**src/rtl/multi_cycle_controller_pkg.sv**
```systemverilog
// Shared encodings for the multi-cycle RV32I controller and its datapath.
package multi_cycle_controller_pkg;

    localparam int unsigned OPCODE_W  = 7;
    localparam int unsigned F3_W      = 3;
    localparam int unsigned F7_W      = 7;
    localparam int unsigned IMM_SRC_W = 3;
    localparam int unsigned SRC_W     = 2;
    localparam int unsigned ALU_FN_W  = 3;
    localparam int unsigned RES_W     = 2;

    localparam logic [OPCODE_W-1:0] OP_R      = 7'b0110011;
    localparam logic [OPCODE_W-1:0] OP_I      = 7'b0010011;
    localparam logic [OPCODE_W-1:0] OP_LOAD   = 7'b0000011;
    localparam logic [OPCODE_W-1:0] OP_STORE  = 7'b0100011;
    localparam logic [OPCODE_W-1:0] OP_BRANCH = 7'b1100011;
    localparam logic [OPCODE_W-1:0] OP_JAL    = 7'b1101111;
    localparam logic [OPCODE_W-1:0] OP_JALR   = 7'b1100111;
    localparam logic [OPCODE_W-1:0] OP_LUI    = 7'b0110111;

    localparam logic [F7_W-1:0] F7_BASE = 7'b0000000;
    localparam logic [F7_W-1:0] F7_ALT  = 7'b0100000;

    localparam logic [ALU_FN_W-1:0] ALU_ADD  = 3'd0;
    localparam logic [ALU_FN_W-1:0] ALU_SUB  = 3'd1;
    localparam logic [ALU_FN_W-1:0] ALU_AND  = 3'd2;
    localparam logic [ALU_FN_W-1:0] ALU_OR   = 3'd3;
    localparam logic [ALU_FN_W-1:0] ALU_XOR  = 3'd4;
    localparam logic [ALU_FN_W-1:0] ALU_SLT  = 3'd5;
    localparam logic [ALU_FN_W-1:0] ALU_SLTU = 3'd6;

    localparam logic [IMM_SRC_W-1:0] IMM_I = 3'd0;
    localparam logic [IMM_SRC_W-1:0] IMM_S = 3'd1;
    localparam logic [IMM_SRC_W-1:0] IMM_B = 3'd2;
    localparam logic [IMM_SRC_W-1:0] IMM_U = 3'd3;
    localparam logic [IMM_SRC_W-1:0] IMM_J = 3'd4;

    localparam logic [SRC_W-1:0] SRC_A_PC     = 2'd0;
    localparam logic [SRC_W-1:0] SRC_A_OLD_PC = 2'd1;
    localparam logic [SRC_W-1:0] SRC_A_REG    = 2'd2;

    localparam logic [SRC_W-1:0] SRC_B_REG    = 2'd0;
    localparam logic [SRC_W-1:0] SRC_B_IMM    = 2'd1;
    localparam logic [SRC_W-1:0] SRC_B_FOUR   = 2'd2;

    localparam logic [RES_W-1:0] RES_ALU_OUT  = 2'd0;
    localparam logic [RES_W-1:0] RES_MDR      = 2'd1;
    localparam logic [RES_W-1:0] RES_ALU      = 2'd2;
    localparam logic [RES_W-1:0] RES_IMM      = 2'd3;

    localparam logic ADR_PC     = 1'b0;
    localparam logic ADR_RESULT = 1'b1;

    typedef enum logic [3:0] {
        S_FETCH, S_DECODE, S_EXEC_R, S_EXEC_I, S_ALU_WB, S_MEM_ADR, S_MEM_READ, S_MEM_WB,
        S_MEM_WRITE, S_BRANCH, S_JAL_CALC, S_JALR_CALC, S_JUMP, S_LINK, S_LUI, S_HALT
    } state_t;

    typedef enum logic [1:0] {
        CLS_NONE, CLS_R, CLS_I, CLS_BR
    } op_class_t;

    // Which ALU-function decode table applies to an opcode.
    function automatic op_class_t op_class(input logic [OPCODE_W-1:0] opcode);
        case (opcode)
            OP_R:      return CLS_R;
            OP_I:      return CLS_I;
            OP_BRANCH: return CLS_BR;
            default:   return CLS_NONE;
        endcase
    endfunction

endpackage

```
**src/rtl/multi_cycle_controller_alu_control.sv**
```systemverilog
// ALU function decode for R-type, I-type and branch instructions.
module multi_cycle_controller_alu_control
    import multi_cycle_controller_pkg::*;
(
    input  logic [1:0] i_op_class,
    input  logic [2:0] i_f3,
    input  logic [6:0] i_f7,
    output logic [2:0] o_alu_fn,
    output logic       o_illegal
);

    // f3 table shared by R (f7 base) and I forms; shifts are unsupported.
    function automatic logic [3:0] base_fn(input logic [F3_W-1:0] f3);
        case (f3)
            3'b000:  return {1'b0, ALU_ADD};
            3'b111:  return {1'b0, ALU_AND};
            3'b110:  return {1'b0, ALU_OR};
            3'b100:  return {1'b0, ALU_XOR};
            3'b010:  return {1'b0, ALU_SLT};
            3'b011:  return {1'b0, ALU_SLTU};
            default: return {1'b1, ALU_ADD};
        endcase
    endfunction

    logic [3:0] w_base;

    assign w_base = base_fn(i_f3);

    // Select function and legality per instruction class.
    always_comb begin
        o_alu_fn  = ALU_ADD;
        o_illegal = 1'b0;
        case (i_op_class)
            CLS_R: begin
                if (i_f7 == F7_ALT) begin
                    o_alu_fn  = ALU_SUB;
                    o_illegal = (i_f3 != 3'b000);
                end else if (i_f7 == F7_BASE) begin
                    o_alu_fn  = w_base[2:0];
                    o_illegal = w_base[3];
                end else begin
                    o_illegal = 1'b1;
                end
            end
            CLS_I: begin
                o_alu_fn  = w_base[2:0];
                o_illegal = w_base[3];
            end
            CLS_BR: begin
                case (i_f3[2:1])
                    2'b00:   o_alu_fn = ALU_SUB;
                    2'b10:   o_alu_fn = ALU_SLT;
                    2'b11:   o_alu_fn = ALU_SLTU;
                    default: o_illegal = 1'b1;
                endcase
            end
            default: ;
        endcase
    end

endmodule

```
**src/rtl/multi_cycle_controller.sv**
```systemverilog
// Control FSM of the multi-cycle RV32I core: one instruction per FETCH..FETCH pass.
module multi_cycle_controller
    import multi_cycle_controller_pkg::*;
(
    input  logic       clk,
    input  logic       reset,
    input  logic [6:0] opcode,
    input  logic [2:0] f3,
    input  logic [6:0] f7,
    input  logic       zero,
    output logic       adr_src,
    output logic       mem_write,
    output logic       ir_write,
    output logic       old_pc_write,
    output logic       pc_write,
    output logic       reg_write,
    output logic [2:0] imm_src,
    output logic [1:0] alu_src_a,
    output logic [1:0] alu_src_b,
    output logic [2:0] alu_function,
    output logic [1:0] result_src,
    output logic       halted
);

    state_t    r_state;
    state_t    w_next_state;
    op_class_t w_op_class;
    logic [2:0] w_alu_fn;
    logic      w_fn_illegal;
    logic      w_branch_invert;

    assign w_op_class = op_class(opcode);
    // beq/bge/bgeu take on zero=1; bne/blt/bltu take on zero=0.
    assign w_branch_invert = f3[0] ^ f3[2];

    multi_cycle_controller_alu_control u_alu_control (
        .i_op_class (w_op_class),
        .i_f3       (f3),
        .i_f7       (f7),
        .o_alu_fn   (w_alu_fn),
        .o_illegal  (w_fn_illegal)
    );

    // State register; reset restarts at FETCH.
    always_ff @(posedge clk) begin
        if (reset) begin
            r_state <= S_FETCH;
        end else begin
            r_state <= w_next_state;
        end
    end

    // Next-state and control outputs; write enables are suppressed while in reset.
    always_comb begin
        w_next_state = r_state;
        adr_src      = ADR_PC;
        mem_write    = 1'b0;
        ir_write     = 1'b0;
        old_pc_write = 1'b0;
        pc_write     = 1'b0;
        reg_write    = 1'b0;
        imm_src      = IMM_I;
        alu_src_a    = SRC_A_PC;
        alu_src_b    = SRC_B_REG;
        alu_function = ALU_ADD;
        result_src   = RES_ALU_OUT;
        halted       = 1'b0;

        case (r_state)
            S_FETCH: begin
                adr_src      = ADR_PC;
                ir_write     = 1'b1;
                old_pc_write = 1'b1;
                alu_src_a    = SRC_A_PC;
                alu_src_b    = SRC_B_FOUR;
                result_src   = RES_ALU;
                pc_write     = 1'b1;
                w_next_state = S_DECODE;
            end
            S_DECODE: begin
                alu_src_a = SRC_A_OLD_PC;
                alu_src_b = SRC_B_IMM;
                imm_src   = IMM_B;
                case (opcode)
                    OP_R:      w_next_state = w_fn_illegal ? S_HALT : S_EXEC_R;
                    OP_I:      w_next_state = w_fn_illegal ? S_HALT : S_EXEC_I;
                    OP_LOAD,
                    OP_STORE:  w_next_state = S_MEM_ADR;
                    OP_BRANCH: w_next_state = w_fn_illegal ? S_HALT : S_BRANCH;
                    OP_JAL:    w_next_state = S_JAL_CALC;
                    OP_JALR:   w_next_state = S_JALR_CALC;
                    OP_LUI:    w_next_state = S_LUI;
                    default:   w_next_state = S_HALT;
                endcase
            end
            S_EXEC_R: begin
                alu_src_a    = SRC_A_REG;
                alu_src_b    = SRC_B_REG;
                alu_function = w_alu_fn;
                w_next_state = S_ALU_WB;
            end
            S_EXEC_I: begin
                alu_src_a    = SRC_A_REG;
                alu_src_b    = SRC_B_IMM;
                imm_src      = IMM_I;
                alu_function = w_alu_fn;
                w_next_state = S_ALU_WB;
            end
            S_ALU_WB: begin
                result_src   = RES_ALU_OUT;
                reg_write    = 1'b1;
                w_next_state = S_FETCH;
            end
            S_MEM_ADR: begin
                alu_src_a    = SRC_A_REG;
                alu_src_b    = SRC_B_IMM;
                imm_src      = (opcode == OP_STORE) ? IMM_S : IMM_I;
                w_next_state = (opcode == OP_STORE) ? S_MEM_WRITE : S_MEM_READ;
            end
            S_MEM_READ: begin
                adr_src      = ADR_RESULT;
                result_src   = RES_ALU_OUT;
                w_next_state = S_MEM_WB;
            end
            S_MEM_WB: begin
                result_src   = RES_MDR;
                reg_write    = 1'b1;
                w_next_state = S_FETCH;
            end
            S_MEM_WRITE: begin
                adr_src      = ADR_RESULT;
                result_src   = RES_ALU_OUT;
                mem_write    = 1'b1;
                w_next_state = S_FETCH;
            end
            S_BRANCH: begin
                alu_src_a    = SRC_A_REG;
                alu_src_b    = SRC_B_REG;
                result_src   = RES_ALU_OUT;
                alu_function = w_alu_fn;
                pc_write     = zero ^ w_branch_invert;
                w_next_state = S_FETCH;
            end
            S_JAL_CALC: begin
                alu_src_a    = SRC_A_OLD_PC;
                alu_src_b    = SRC_B_IMM;
                imm_src      = IMM_J;
                w_next_state = S_JUMP;
            end
            S_JALR_CALC: begin
                alu_src_a    = SRC_A_REG;
                alu_src_b    = SRC_B_IMM;
                imm_src      = IMM_I;
                w_next_state = S_JUMP;
            end
            S_JUMP: begin
                // Target leaves alu_out into pc while old_pc+4 is computed for the link.
                result_src   = RES_ALU_OUT;
                pc_write     = 1'b1;
                alu_src_a    = SRC_A_OLD_PC;
                alu_src_b    = SRC_B_FOUR;
                w_next_state = S_LINK;
            end
            S_LINK: begin
                result_src   = RES_ALU_OUT;
                reg_write    = 1'b1;
                w_next_state = S_FETCH;
            end
            S_LUI: begin
                imm_src      = IMM_U;
                result_src   = RES_IMM;
                reg_write    = 1'b1;
                w_next_state = S_FETCH;
            end
            S_HALT: begin
                halted       = 1'b1;
                w_next_state = S_HALT;
            end
            default: w_next_state = S_FETCH;
        endcase

        if (reset) begin
            mem_write    = 1'b0;
            ir_write     = 1'b0;
            old_pc_write = 1'b0;
            pc_write     = 1'b0;
            reg_write    = 1'b0;
        end
    end

endmodule

```
**config.mk**
```make
export PLATFORM = sky130hd
export DESIGN_NAME = multi_cycle_controller
export DESIGN_NICKNAME = d
export VERILOG_FILES = /design/src/rtl/multi_cycle_controller_pkg.sv /design/src/rtl/multi_cycle_controller_alu_control.sv /design/src/rtl/multi_cycle_controller.sv
export SDC_FILE = /design/constraint.sdc
export NUM_CORES = 1
export LEC_CHECK = 0
export CAP_MARGIN = 15
export CORE_MARGIN = 3
export CORE_UTILIZATION = 41
export DETAILED_ROUTE_END_ITERATION = 12
export PLACE_DENSITY = 0.84
export SYNTH_ARGS = -nofsm -noshare
export SYNTH_HDL_FRONTEND = slang
export SYNTH_SLANG_ARGS = --single-unit
```
**constraint.sdc**
```tcl
create_clock -name clk -period 2.25 [get_ports clk]
set_clock_uncertainty 0.05 [all_clocks]
set_input_delay 0.45 -clock clk [delete_from_list [all_inputs] [get_ports clk]]
set_output_delay 0.45 -clock clk [all_outputs]
set_load 0.05 [all_outputs]
```
Word-level counts from Yosys, hierarchy flattened:

Cells that the tools add are included.

* bits in registers: 4
* bits of input ports: 20

* equal/unequal tests: 34
* multiplexer cells: 32
* bitwise logic cells: 2
* reduce and logical (&&, ||, !) cells: 17

Operator list (count)
* case mux 4 bit (9 select lines): 1
* equality test 4 bit, second input constant: 8
* equality test 7 x 6 -> 1 bit, second input constant: 4
* case mux 4 bit (7 select lines): 1
* case mux 4 bit (6 select lines): 1
* equality test 7 bit, second input constant: 3
* case mux 3 bit (3 select lines): 2
* equality test 4 x 3 -> 1 bit, second input constant: 4
* 2-to-1 mux 1 bit: 13
* 2-to-1 mux 3 bit: 4
* 2-to-1 mux 4 bit: 3
* case mux 2 bit (3 select lines): 2
* case mux 3 bit (4 select lines): 1
* OR reduction 2 bit: 5
* OR reduction 5 bit: 2
* equality test 3 bit, second input constant: 3
* OR reduction 3 bit: 3
* equality test 2 bit, second input constant: 4
* equality test 4 x 2 -> 1 bit, second input constant: 2
* case mux 2 bit (2 select lines): 2
* equality test 7 x 2 -> 1 bit, second input constant: 1
* equality test 7 x 5 -> 1 bit, second input constant: 1
* logical NOT 7 bit: 1
* equality test 3 x 2 -> 1 bit, second input constant: 2
* other kinds (11): 12

Longest topological paths before layout:

Gate-level depths: netlist of the first run.

* word-level depth: 8
* depth in mapped cells: 6
* mapped depth without buffers: 5

Cells and area by module:

From an unflattened synthesis of the first run, not the netlist that was laid out.

* cells, all modules: 149
* area total of the unflattened synthesis: 985.9 um^2

By module, submodules not included
* multi_cycle_controller: instances 1, cells an instance 122, area an instance 812.0 um^2, seq. area each 80.1 um^2
* multi_cycle_controller_alu_control: instances 1, cells an instance 27, area an instance 173.9 um^2, seq. area each 0.0 um^2

Worst setup path before layout of the first run:

No wires, ideal clock.

* kind: input to output
* from: input port f7[1]
* to: output port alu_function[1]
* arrival time: 2.419 ns
* slack: -0.669 ns
* stages on the path: 5
* cell sequence: nor4_1 > nand3b_1 > a21boi_1 > nand2_1 > a211oi_1

* cells in the longest elaborated chain, start to end: 5

Ends and longest elaborated chain
* start, declared: line multi_cycle_controller.sv:9 `input logic [6:0] f7,`
* logical NOT 7 bit: line multi_cycle_controller_alu_control.sv:38 `end else if (i_f7 == F7_BASE) begin`
* 2-to-1 mux 3 bit: line multi_cycle_controller_alu_control.sv:38
* 2-to-1 mux 3 bit *: line multi_cycle_controller_alu_control.sv:35 `if (i_f7 == F7_ALT) begin`
* case mux 3 bit (3 select lines) *: line multi_cycle_controller_alu_control.sv:33 `case (i_op_class)`
* 2-to-1 mux 3 bit *: line multi_cycle_controller.sv:69 `case (r_state)`
* end, declared: line multi_cycle_controller.sv:20 `output logic [2:0] alu_function,`

Mark *: on every way between the ends. The rest lies on a longest branch, timed or not.

Final worst setup path of the first run:

* from: input port opcode[4]
* to: output port alu_function[1]

* cells in the longest elaborated chain, start to end: 5

Ends and longest elaborated chain
* start, declared: line multi_cycle_controller.sv:7 `input logic [6:0] opcode,`
* equality test 7 bit (tied with other cells): line multi_cycle_controller_pkg.sv:65 `case (opcode)`
* case mux 2 bit (3 select lines) *: line multi_cycle_controller_pkg.sv:65
* equality test 2 bit / equality test 2 x 1 -> 1 bit (equally long branches): line multi_cycle_controller_alu_control.sv:33
* case mux 3 bit (3 select lines) *: line multi_cycle_controller_alu_control.sv:33
* 2-to-1 mux 3 bit *: line multi_cycle_controller.sv:69

Marked as above.

==> metrics.md, run 1 <==
| Metric | Value |
|---|---|
| Worst Tran Pin Value | `455 ps` |
| Worst setup SP type | `primary input` |
| Number of synthesized register bits | `4` |
| Post-DP HPWL | `2800 um` |
| Gp weighted congestion | `0.835` |
| Post-synth cell types | `45` |
| IO buf count | `38` |
| Async S/R FF share, synth | `0%` |
| Placed Instances | `206` |
| Initial core utilization | `45.6%` |
| Most instantiated cells after synthesis | `nand2_1 (21), nor2_1 (18), a21oi_1 (10)` |
| Post-route setup slack | `-94.0 ps` |
| CP max stage cell | `a2111o_1` |
| RSZ-0062 raised after global routing | `true` |
| Power consumption | `2.40 mW` |
| YS warnings | `0` |
| Number of synthesized flops with an enable pin | `0` |
| Top cells by area, synth | `dfxtp_1 (9.7%), nand2_1 (9.6%), nor2_1 (8.2%)` |
| Clk slew on worst S/H paths | `40 ps` |
| Full die area | `2580 um^2` |
| Max VDD drop | `1.57 mV` |
| Clock Tree Buf Depth | `2` |
| Via/cell ratio | `6.54` |
| CTS Sinks | `4` |
| Crit end category | `primary output` |
| Core Rows | `15` |
| Tmin final | `2340 ps` |
| Cell with the most instances after synthesis | `nand2_1` |
| N_diodes | `0` |
| Root Driver | `clkbuf_4` |
| Power density cells | `1440 nW/um^2` |
| Clk_lat worst skew | `230 ps` |
| Slew Limit Fails | `0` |
| Max Cap Violations | `0` |
| Critical Path RT | `1750 ps` |
| Max FO, Critical Path | `6` |
| Dpl ws | `-459 ps` |
| Horiz. Die Dim | `50.8 um` |
| Post-Layout Cell Count | `213` |
| Maximum clock rate | `427 MHz` |
| Routed Wire Length | `4740 um` |
| Cell Chain, Critical Path | `buf_2, nand3b_1, a2111o_1, a211oi_2, clkbuf_16` |
| Via count | `1393` |
| Most used DFF post-synth | `dfxtp_1` |
| Die Y | `50.8 um` |
| Top cell type's share of synthesized area | `9.74%` |
| Grt total ovfl | `0` |
| Max_slew headroom | `68.9%` |
| Core outline area | `1800 um^2` |
| Area leader, netlist | `dfxtp_1` |
| Top reg by flops | `r_state` |
| Final setup fails | `3` |
| Routed Antenna Nets | `0` |
| Setup_tns | `-191 ps` |
| Post-Syn Nets | `148` |
| Failing checks | `negative setup slack` |
| Min-Delay Path Depth | `3` |
| GRT Total Usage | `35.7%` |
| Mapped Avg Cell Area | `6.42 um^2` |
| Synthesized instance count | `128` |
| Final net count | `210` |
| Hold-fix buffers, CTS | `0` |
| Initial antenna violation count | `0` |
| Final Hold Fails | `0` |
| Largest regs | `r_state x4` |
| Outcome | `complete, but fails checks` |
| Number of global-route vias before repair | `1385` |
| Max incr delay on CP | `530 ps` |
| Filler cells | `69` |
| Post-synthesis sequential area ratio | `9.74%` |
| Hold Path Class | `primary input to flop` |
| TritonCTS Buffers | `3` |
| First-pass GRT wire length | `6910 um` |
| Routed len/inst | `22.2 um` |
| Crit path kind | `primary input to primary output` |
| Share of layout cells above drive strength 1 | `48.9%` |
| DRT iter0 DRCs | `126` |
| Drt pass-1 iters | `5` |
| Period utilization | `104%` |
| Largest net degree at the start of global routing | `24` |
| CTS H-tree depth | `1` |
| Leak | `0.680 nW` |
| I/O pin count | `39` |
| Drc violations | `0` |
| R2R cell count | `5` |
| Largest register FFs | `4` |
| TritonCTS clock tree | `done` |
| Crit path arrival time | `1840 ps` |
| Synth Cell Area | `822 um^2` |
| Layout area overhead | `103%` |
cell usage in the layout, fill, tap and decap left out, types with 2 or more instances in the layout:
cell type      Yosys  routed
buf_4              1      29
nand2_1           21      21
buf_12             0      16
nor2_1            18      13
a21oi_1           10       7
o21ai_0            9       7
dlygate4sd2_1      0       7
buf_2              2       6
nor2_2             0       5
nand3b_1           4       4
o21a_1             4       4
buf_6              1       4
nand2b_1           4       3
xnor2_1            3       3
xor2_1             3       3
nor3_2             0       3
clkbuf_4           0       3
dfxtp_2            0       3
o21ai_2            1       2
inv_1              3       2
a211oi_2           1       2
a32oi_1            2       2
a21oi_2            0       2
nor3_1             5       2
clkbuf_2           0       2
power by group:
part           leakage, nW  switching [mW]  internal [mW]
Sequential          0.0342          0.0728          0.111
Combinational        0.632            1.26          0.863
Clock               0.0138          0.0272         0.0595
Total                0.680            1.36           1.03
worst max-delay path: cells and delay by family:
family          cells  cell delay [ps]
simple gates        1              210
compound gates      2              800
buf+inv             2              370
final cells by class:
cell class / instances / area [um^2] / share of cell area, %
tap: 25 / 31.3 / 1.87
multi-input combinational: 112 / 801 / 48.0
inverter: 3 / 11.3 / 0.675
clock buffer: 3 / 22.5 / 1.35
timing repair buffer: 66 / 719 / 43.1
sequential: 4 / 83.8 / 5.02
per-stage QoR:
| stage | hold WS (ps) | utilization, % | instance area, um^2 |
|---|---|---|---|
| 2_1_floorplan | 472 | - | 877 |
| 6_report | 607 | 92.6 | 1670 |
| 4_1_cts | 596 | 91.7 | 1650 |
| 3_3_place_gp | 681 | 88.1 | 1590 |
| 3_5_place_dp | 704 | 88.1 | 1590 |
| 5_1_grt | 617 | 92.6 | 1670 |
repair_timing:
| item | in CTS | in global routing |
|---|---|---|
| hold endpoints to repair | 0 | 0 |
| pin swaps | 16 | 9 |
| endpoints found under the setup margin | 5 | 7 |
| buffers inserted | 4 | 0 |
| gates resized for setup | 59 | 18 |
per-layer routing:
layer	share of wire, %	track usage (%)	wire [um]
met1	36	39.0	1730
met4	6.7	19.3	319
met2	47	64.1	2210
met5	0	0	0
met3	10	6.53	481
worst paths after layout:
check | slack (ps) | start | end
hold / removal | 610 | opcode[4] | r_state[3]
setup / recovery | -90 | opcode[4] | alu_function[1]
hold reg to reg | 730 | r_state[3] | r_state[3]
setup reg to reg | 380 | r_state[3] | r_state[3]
cells by family (layout without fill, tap and decap cells):
| family | after synthesis | count (layout) | share of synthesized area, % |
|---|---|---|---|
| and+or+nand+nor | 66 | 66 | 43.2 |
| xor gates and xnor gates | 6 | 6 | 6.39 |
| muxes | 1 | 1 | 1.22 |
| AOI/OAI and AO/OA | 39 | 39 | 32.3 |
| DFF | 4 | 4 | 9.74 |
| buffers and inverters | 12 | 72 | 7.15 |
(Power assumes the default switching activity.)
==> run 2, diff against run 1 <==
--- a/config.mk
+++ b/config.mk
@@ -10,6 +10,7 @@
 export CORE_UTILIZATION = 41
 export DETAILED_ROUTE_END_ITERATION = 12
 export PLACE_DENSITY = 0.84
+export SLEW_MARGIN = 30
 export SYNTH_ARGS = -nofsm -noshare
 export SYNTH_HDL_FRONTEND = slang
 export SYNTH_SLANG_ARGS = --single-unit
==> results of run 2 <==
Final layout, timing and power as in run 1 (identical DEF).
